### src/rtl/mdu_sequencer.sv
// mdu_sequencer: multi-cycle RV32M unsigned MUL / DIVU / REMU controller.
// It borrows the shared execute-stage ALU for the add/subtract step of each
// iteration, so no multiplier or divider array exists in this block.
// Optional feature macro: MDU_DIVZERO_FAST_EN. When defined, DIVU/REMU by zero
// completes in one cycle without touching the ALU.
//
// Handshake: start is sampled only while busy=0. The cycle start=1 is
// seen in IDLE, op/src_a/src_b are captured and busy rises on the next
// cycle. busy stays high through RUN and DONE. done is a single-cycle pulse
// in DONE, and result is valid from that cycle until it is overwritten by a
// later operation. Any start seen while busy=1 is dropped (no queuing).
module mdu_sequencer #(
  parameter int XLEN  = 32,
  parameter int ITERS = 32
) (
  input  logic            clk,
  input  logic            rst,
  input  logic            start,
  input  logic [1:0]      op,
  input  logic [XLEN-1:0] src_a,
  input  logic [XLEN-1:0] src_b,
  output logic            busy,
  output logic            done,
  output logic [XLEN-1:0] result,
  output logic [3:0]      alu_op,
  output logic [XLEN-1:0] alu_a,
  output logic [XLEN-1:0] alu_b,
  input  logic [XLEN-1:0] alu_res,
  output logic [1:0]      state_dbg
);

  localparam int            CW         = (ITERS > 1) ? $clog2(ITERS) : 1;
  localparam logic [CW-1:0] COUNT_INIT = CW'(ITERS - 1);
  localparam logic [CW-1:0] COUNT_ONE  = CW'(1);

  localparam logic [3:0] ALU_ADD = 4'b0000;
  localparam logic [3:0] ALU_SUB = 4'b0001;

  localparam logic [1:0] OP_MUL  = 2'b00;
  localparam logic [1:0] OP_DIVU = 2'b10;
  localparam logic [1:0] OP_REMU = 2'b11;

  typedef enum logic [1:0] {
    S_IDLE = 2'd0,
    S_RUN  = 2'd1,
    S_DONE = 2'd2
  } state_t;

  // Three working registers shared between the two algorithms:
  //   acc_rem    : MUL accumulator      / DIV partial remainder
  //   mcand_dvsr : MUL shifted mcand    / DIV divisor
  //   mplr_quo   : MUL shifted mplr     / DIV dividend shifting into quotient
  state_t          state_q, state_d;
  logic [CW-1:0]   count_q, count_d;
  logic [1:0]      op_q, op_d;
  logic [XLEN-1:0] acc_rem_q, acc_rem_d;
  logic [XLEN-1:0] mcand_dvsr_q, mcand_dvsr_d;
  logic [XLEN-1:0] mplr_quo_q, mplr_quo_d;
  logic [XLEN-1:0] result_q, result_d;

  logic [XLEN-1:0] div_partial;
  logic            div_fits;
  logic            div_zero_fast;

  // Low 32 bits of the 33-bit shifted remainder {rem, quo[msb]}; the dropped
  // top bit (rem[msb]) forces a fit because the true value then exceeds 2^32.
  assign div_partial = {acc_rem_q[XLEN-2:0], mplr_quo_q[XLEN-1]};
  assign div_fits    = acc_rem_q[XLEN-1] | (div_partial >= mcand_dvsr_q);

`ifdef MDU_DIVZERO_FAST_EN
  assign div_zero_fast = op[1] & (src_b == '0);
`else
  assign div_zero_fast = 1'b0;
`endif

  // Next-state, datapath step and ALU operand mux.
  always_comb begin
    state_d      = state_q;
    count_d      = count_q;
    op_d         = op_q;
    acc_rem_d    = acc_rem_q;
    mcand_dvsr_d = mcand_dvsr_q;
    mplr_quo_d   = mplr_quo_q;
    result_d     = result_q;
    alu_op       = ALU_ADD;
    alu_a        = '0;
    alu_b        = '0;

    case (state_q)
      S_IDLE: begin
        if (start) begin
          op_d      = op;
          count_d   = COUNT_INIT;
          acc_rem_d = '0;
          if (op[1]) begin
            mcand_dvsr_d = src_b;
            mplr_quo_d   = src_a;
          end else begin
            mcand_dvsr_d = src_a;
            mplr_quo_d   = src_b;
          end
          if (div_zero_fast) begin
            state_d  = S_DONE;
            result_d = op[0] ? src_a : '1;
          end else begin
            state_d = S_RUN;
          end
        end
      end

      S_RUN: begin
        count_d = count_q - COUNT_ONE;
        if (op_q[1]) begin
          // Restoring division step: trial subtract, keep it if it fits.
          alu_op     = ALU_SUB;
          alu_a      = div_partial;
          alu_b      = mcand_dvsr_q;
          acc_rem_d  = div_fits ? alu_res : div_partial;
          mplr_quo_d = {mplr_quo_q[XLEN-2:0], div_fits};
        end else begin
          // Shift-add multiply step; the reserved op rides this path too.
          alu_op       = ALU_ADD;
          alu_a        = acc_rem_q;
          alu_b        = mcand_dvsr_q;
          if (mplr_quo_q[0]) acc_rem_d = alu_res;
          mcand_dvsr_d = mcand_dvsr_q << 1;
          mplr_quo_d   = mplr_quo_q >> 1;
        end
        if (count_q == '0) begin
          state_d = S_DONE;
          case (op_q)
            OP_MUL:  result_d = acc_rem_d;
            OP_DIVU: result_d = mplr_quo_d;
            OP_REMU: result_d = acc_rem_d;
            default: result_d = '0;
          endcase
        end
      end

      S_DONE: begin
        state_d = S_IDLE;
      end

      default: begin
        state_d = S_IDLE;
      end
    endcase
  end

  // State and datapath registers; reset also aborts any operation in flight.
  always_ff @(posedge clk) begin
    if (rst) begin
      state_q      <= S_IDLE;
      count_q      <= '0;
      op_q         <= '0;
      acc_rem_q    <= '0;
      mcand_dvsr_q <= '0;
      mplr_quo_q   <= '0;
      result_q     <= '0;
    end else begin
      state_q      <= state_d;
      count_q      <= count_d;
      op_q         <= op_d;
      acc_rem_q    <= acc_rem_d;
      mcand_dvsr_q <= mcand_dvsr_d;
      mplr_quo_q   <= mplr_quo_d;
      result_q     <= result_d;
    end
  end

  assign busy      = (state_q != S_IDLE);
  assign done      = (state_q == S_DONE);
  assign result    = result_q;
  assign state_dbg = state_q;

endmodule

### config.mk
export PLATFORM = sky130hd
export DESIGN_NAME = mdu_sequencer
export DESIGN_NICKNAME = d
export VERILOG_FILES = /design/src/rtl/mdu_sequencer.sv
export SDC_FILE = /design/constraint.sdc
export NUM_CORES = 1
export LEC_CHECK = 0
export ABC_AREA = 0
export CAP_MARGIN = 20
export CORE_UTILIZATION = 40
export DETAILED_ROUTE_END_ITERATION = 6
export PLACE_DENSITY_LB_ADDON = 0.25
export SYNTH_ARGS = -nofsm -noshare
export SYNTH_HDL_FRONTEND = slang
export SYNTH_SLANG_ARGS = --single-unit
export TNS_END_PERCENT = 20
### constraint.sdc
create_clock -name clk -period 5.8 [get_ports clk]
set_input_delay 1.16 -clock clk [delete_from_list [all_inputs] [get_ports clk]]
set_output_delay 1.16 -clock clk [all_outputs]
set_load 0.005 [all_outputs]
==> flow_summary_export.csv <==
group,metric,value,unit
run_status,status,"completed",
pwr,swShare,32.7,%
placement,gp_congestion,0.878,
grt,grt-ovfl-total,0,
synth,async_reset_ff_share,0,%
clock_network,numCtsBuffers,17,
worst_setup_path,start_kind,"flop",
routing,first_pass_iters,5,
final_layout,fin_cells,1531,
pwr,pwr_density_cell,259,mW/mm^2
floorplan,coreArea,0.0222,sq mm
synth,yosysWarnings,0,
synth,synth_edf_count,0,
clock_network,clkSlewWorstSetupHoldPaths,60,ps
grt,track_usage,25.2,%
synth,synth_top_area_share,29.9,%
clock_network,clockBufferDepth,2,
timing,fmax,267,MHz
synth,synth_top_area_cell,"dfxtp_1",
pwr,seqPwrFrac,35.8,%
placement,post-dp-hpwl,21000,microns
synth,synth.ff_latch_count,137,
timing,setup_ws,2050,ps
timing,max_slew_margin,28.1,%
routing,wl_per_cell,19.4,microns
final_layout,drive_gt1_share,8.79,%
pwr,ir_drop,0.180,mV
floorplan,dieArea,0.0235,sq mm
timing,min_period,3750,ps
synth,synth_area_leaders,"dfxtp_1 (30%), mux2i_1 (12%), nor2_1 (7.0%)",
pwr,p_leak,4.29,nW
routing,drc,0,
clock_network,cts_resized,0,
pwr,p_int,2.05,mW
final_layout,utilization,53.0,%
timing,finalHoldViolCount,0,
timing,final-max-slew-violation-count,0,
routing,avgViaCountPerCell,5.80,
worst_setup_path,critical_path_class,"reg -> out",
job,maxCapViolCount,0,
worst_setup_path,endpoint_kind,"primary output",
worst_setup_path,crit_fanout,38,
timing,rsz0062_at_grt,"false",
pwr,comb_power_share,27.6,%
placement,placed_cell_area,0.0111,sq mm
grt,grt_pass1_vias,8122,
pwr,p_sw,0.998,mW
final_layout,final_area,0.0117,sq mm
final_layout,fillers,2125,
routing,postRouteAntennaNets,0,
final_layout,num_antenna_cells,0,
clock_network,tritoncts,"built",
clock_network,clkLatencyLatePin,420,ps
synth,yosysMostFrequentCell,"nor2_1",
pwr,power.total,3.05,mW
worst_setup_path,reg2regPathDepth,10,
synth,synth-seq-area-share,29.9,%
worst_setup_path,cp.arrival,2590,ps
synth,ys.flop_type,"dfxtp_1",
pwr,pwr-share-clk,36.6,%
clock_network,cts_sinks,137,
clock_network,postCtsSetupBuffers,0,
worst_setup_path,startpoint,"op_q[1]$_SDFFE_PP0P_",
clock_network,cts-root-buf,"clkbuf_16",
worst_setup_path,slowest_delay,690,ps
routing,vias,8884,
worst_setup_path,cp.required,4640,ps
placement,placedCellCount,1500,
clock_network,cts_hold_buffers,0,
synth,syn_area_per_cell,8.27,sq um
final_layout,synthToLayoutAreaGrowth,28.3,%
routing,drt_iter0_drc,747,
worst_setup_path,r2r_start,"mcand_dvsr_q[15]$_SDFFE_PP0P_",
min_path,holdPathStages,1,
grt,grt_pass1_wl,46400,microns
placement,place_ws,2330,ps
timing,finalSetupViolCount,0,
worst_setup_path,path_cells,"inv_2, nor2_1, clkdlybuf4s50_1",
floorplan,start_util,41.3,%
grt,grt_start_max_net_pins,83,
routing,routed_wl,29800,microns
timing,fin_crit_sh,64.6,%
synth,netlist-cell-type-count,54,
timing,hold_ws,470,ps
synth,synthTopCellsByCount,"nor2_1 (170), dfxtp_1 (137), mux2i_1 (111)",
clock_network,htreeDepth,4,
floorplan,die_w,153,microns
grt,antenna_found_initial,0,
worst_setup_path,cp_slowest_cell,"dfxtp_4",
floorplan,die_h,153,microns
min_path,min_from,"count_q[4]$_SDFFE_PP0P_",
placement,io_buffers,201,
synth,syn-instance-count,1107,
timing,worstMarginPinSlew,1080,ps
synth,netlist_area,0.00916,sq mm
min_path,hp-class,"reg -> reg",
timing,skew,8.29,ps
floorplan,fp-row-count,54,
final_layout,final_nets,1376,
timing,tns,0,ps
floorplan,io_pins,205,
-- path summary, 6_finish.rpt --
kind                                   to  slack (ps)
setup / recovery                alu_op[0]        2050
hold / removal    count_q[4]$_SDFFE_PP0P_         470
setup reg to reg   result[1]$_SDFFE_PP0P_        2290
hold reg to reg   count_q[4]$_SDFFE_PP0P_         470
-- metal layers --
| layer | routed length, microns | global-route usage [%] | part of all wire [%] | vias to the layer above |
|---|---|---|---|---|
| met3 | 1830 | 3.88 | 6.1 | 50 |
| met5 | 0 | 0 | 0 | - |
| met4 | 741 | 8.85 | 2.5 | 0 |
| li1 | - | - | - | 4291 |
| met2 | 12900 | 37.1 | 43 | 319 |
| met1 | 14300 | 36.9 | 48 | 4224 |
-- registers in the layout, indices dropped and copies added, names as in the netlist --
signal        count
count_q           5
result           32
op_q              2
mplr_quo_q       32
state_dbg         2
mcand_dvsr_q     32
acc_rem_q        32
-- logic make-up after synthesis --
| logic type | Yosys count | share of synthesized area (%) |
|---|---|---|
| buffers and inverters | 144 | 7.24 |
| DFF | 137 | 29.9 |
| and+or+nand+nor | 308 | 15.0 |
| muxes | 126 | 14.0 |
| adders and majority gates | 36 | 4.92 |
| other | 1 | 0.0409 |
| AOI/OAI and AO/OA | 355 | 28.9 |
-- power by group through the flow --
| stage | sequential, mW | clock [mW] | combinational [mW] |
|---|---|---|---|
| after CTS | 1.09 | 1.12 | 0.835 |
| after global routing | 1.10 | 1.17 | 0.918 |
| after global placement | 1.11 | 0 | 0.822 |
| after detailed placement | 1.11 | 0 | 0.830 |
| final | 1.09 | 1.12 | 0.841 |
| after floorplan | 1.07 | 0 | 0.612 |
-- layout make-up --
class / instances / area, sq um / area share, %
clock buffer: 23 / 478 / 4.07
clock inverter: 8 / 120 / 1.02
inverter: 41 / 154 / 1.31
multi-input combinational: 828 / 5790 / 49.3
sequential: 137 / 2750 / 23.4
tap: 280 / 350 / 2.98
timing repair buffer: 214 / 2100 / 17.9
-- worst max-delay path: cells and delay by family, from the launching register on --
kind / cells / cell delay [ps]
AND/OR/NAND/NOR: 1 / 310
buffers and inverters: 2 / 1160
flip-flops: 1 / 690
-- cells in the final DEF (no fill, tap or decap), types with 2 or more instances in the layout --
| master | n |
|---|---|
| a21oi_1 | 105 |
| a22oi_1 | 16 |
| nand4_1 | 5 |
| o21a_1 | 31 |
| conb_1 | 3 |
| and2_1 | 2 |
| o32ai_1 | 22 |
| o22ai_1 | 15 |
| clkbuf_1 | 3 |
| clkbuf_16 | 17 |
| o21ai_0 | 6 |
| nor3_1 | 5 |
| bufinv_16 | 3 |
| a211oi_2 | 28 |
| o32ai_2 | 9 |
| dfxtp_1 | 135 |
| a211o_1 | 2 |
| o31ai_1 | 31 |
| o21ai_1 | 2 |
| clkinv_2 | 3 |
| clkinvlp_4 | 2 |
| mux2i_1 | 111 |
| clkdlybuf4s50_1 | 199 |
| inv_1 | 40 |
| buf_4 | 15 |
| nand2b_1 | 2 |
| nor2_1 | 168 |
| mux2_2 | 15 |
| nor2b_1 | 45 |
| nor2_4 | 2 |
| ha_1 | 36 |
| nand2_1 | 64 |
| a211oi_1 | 69 |
| a221oi_1 | 3 |
| a21o_1 | 3 |
| nand3_1 | 4 |
| nor4_1 | 2 |
| a21oi_4 | 2 |
| clkbuf_8 | 3 |
No activity file was read; power rests on OpenSTA's default activity.
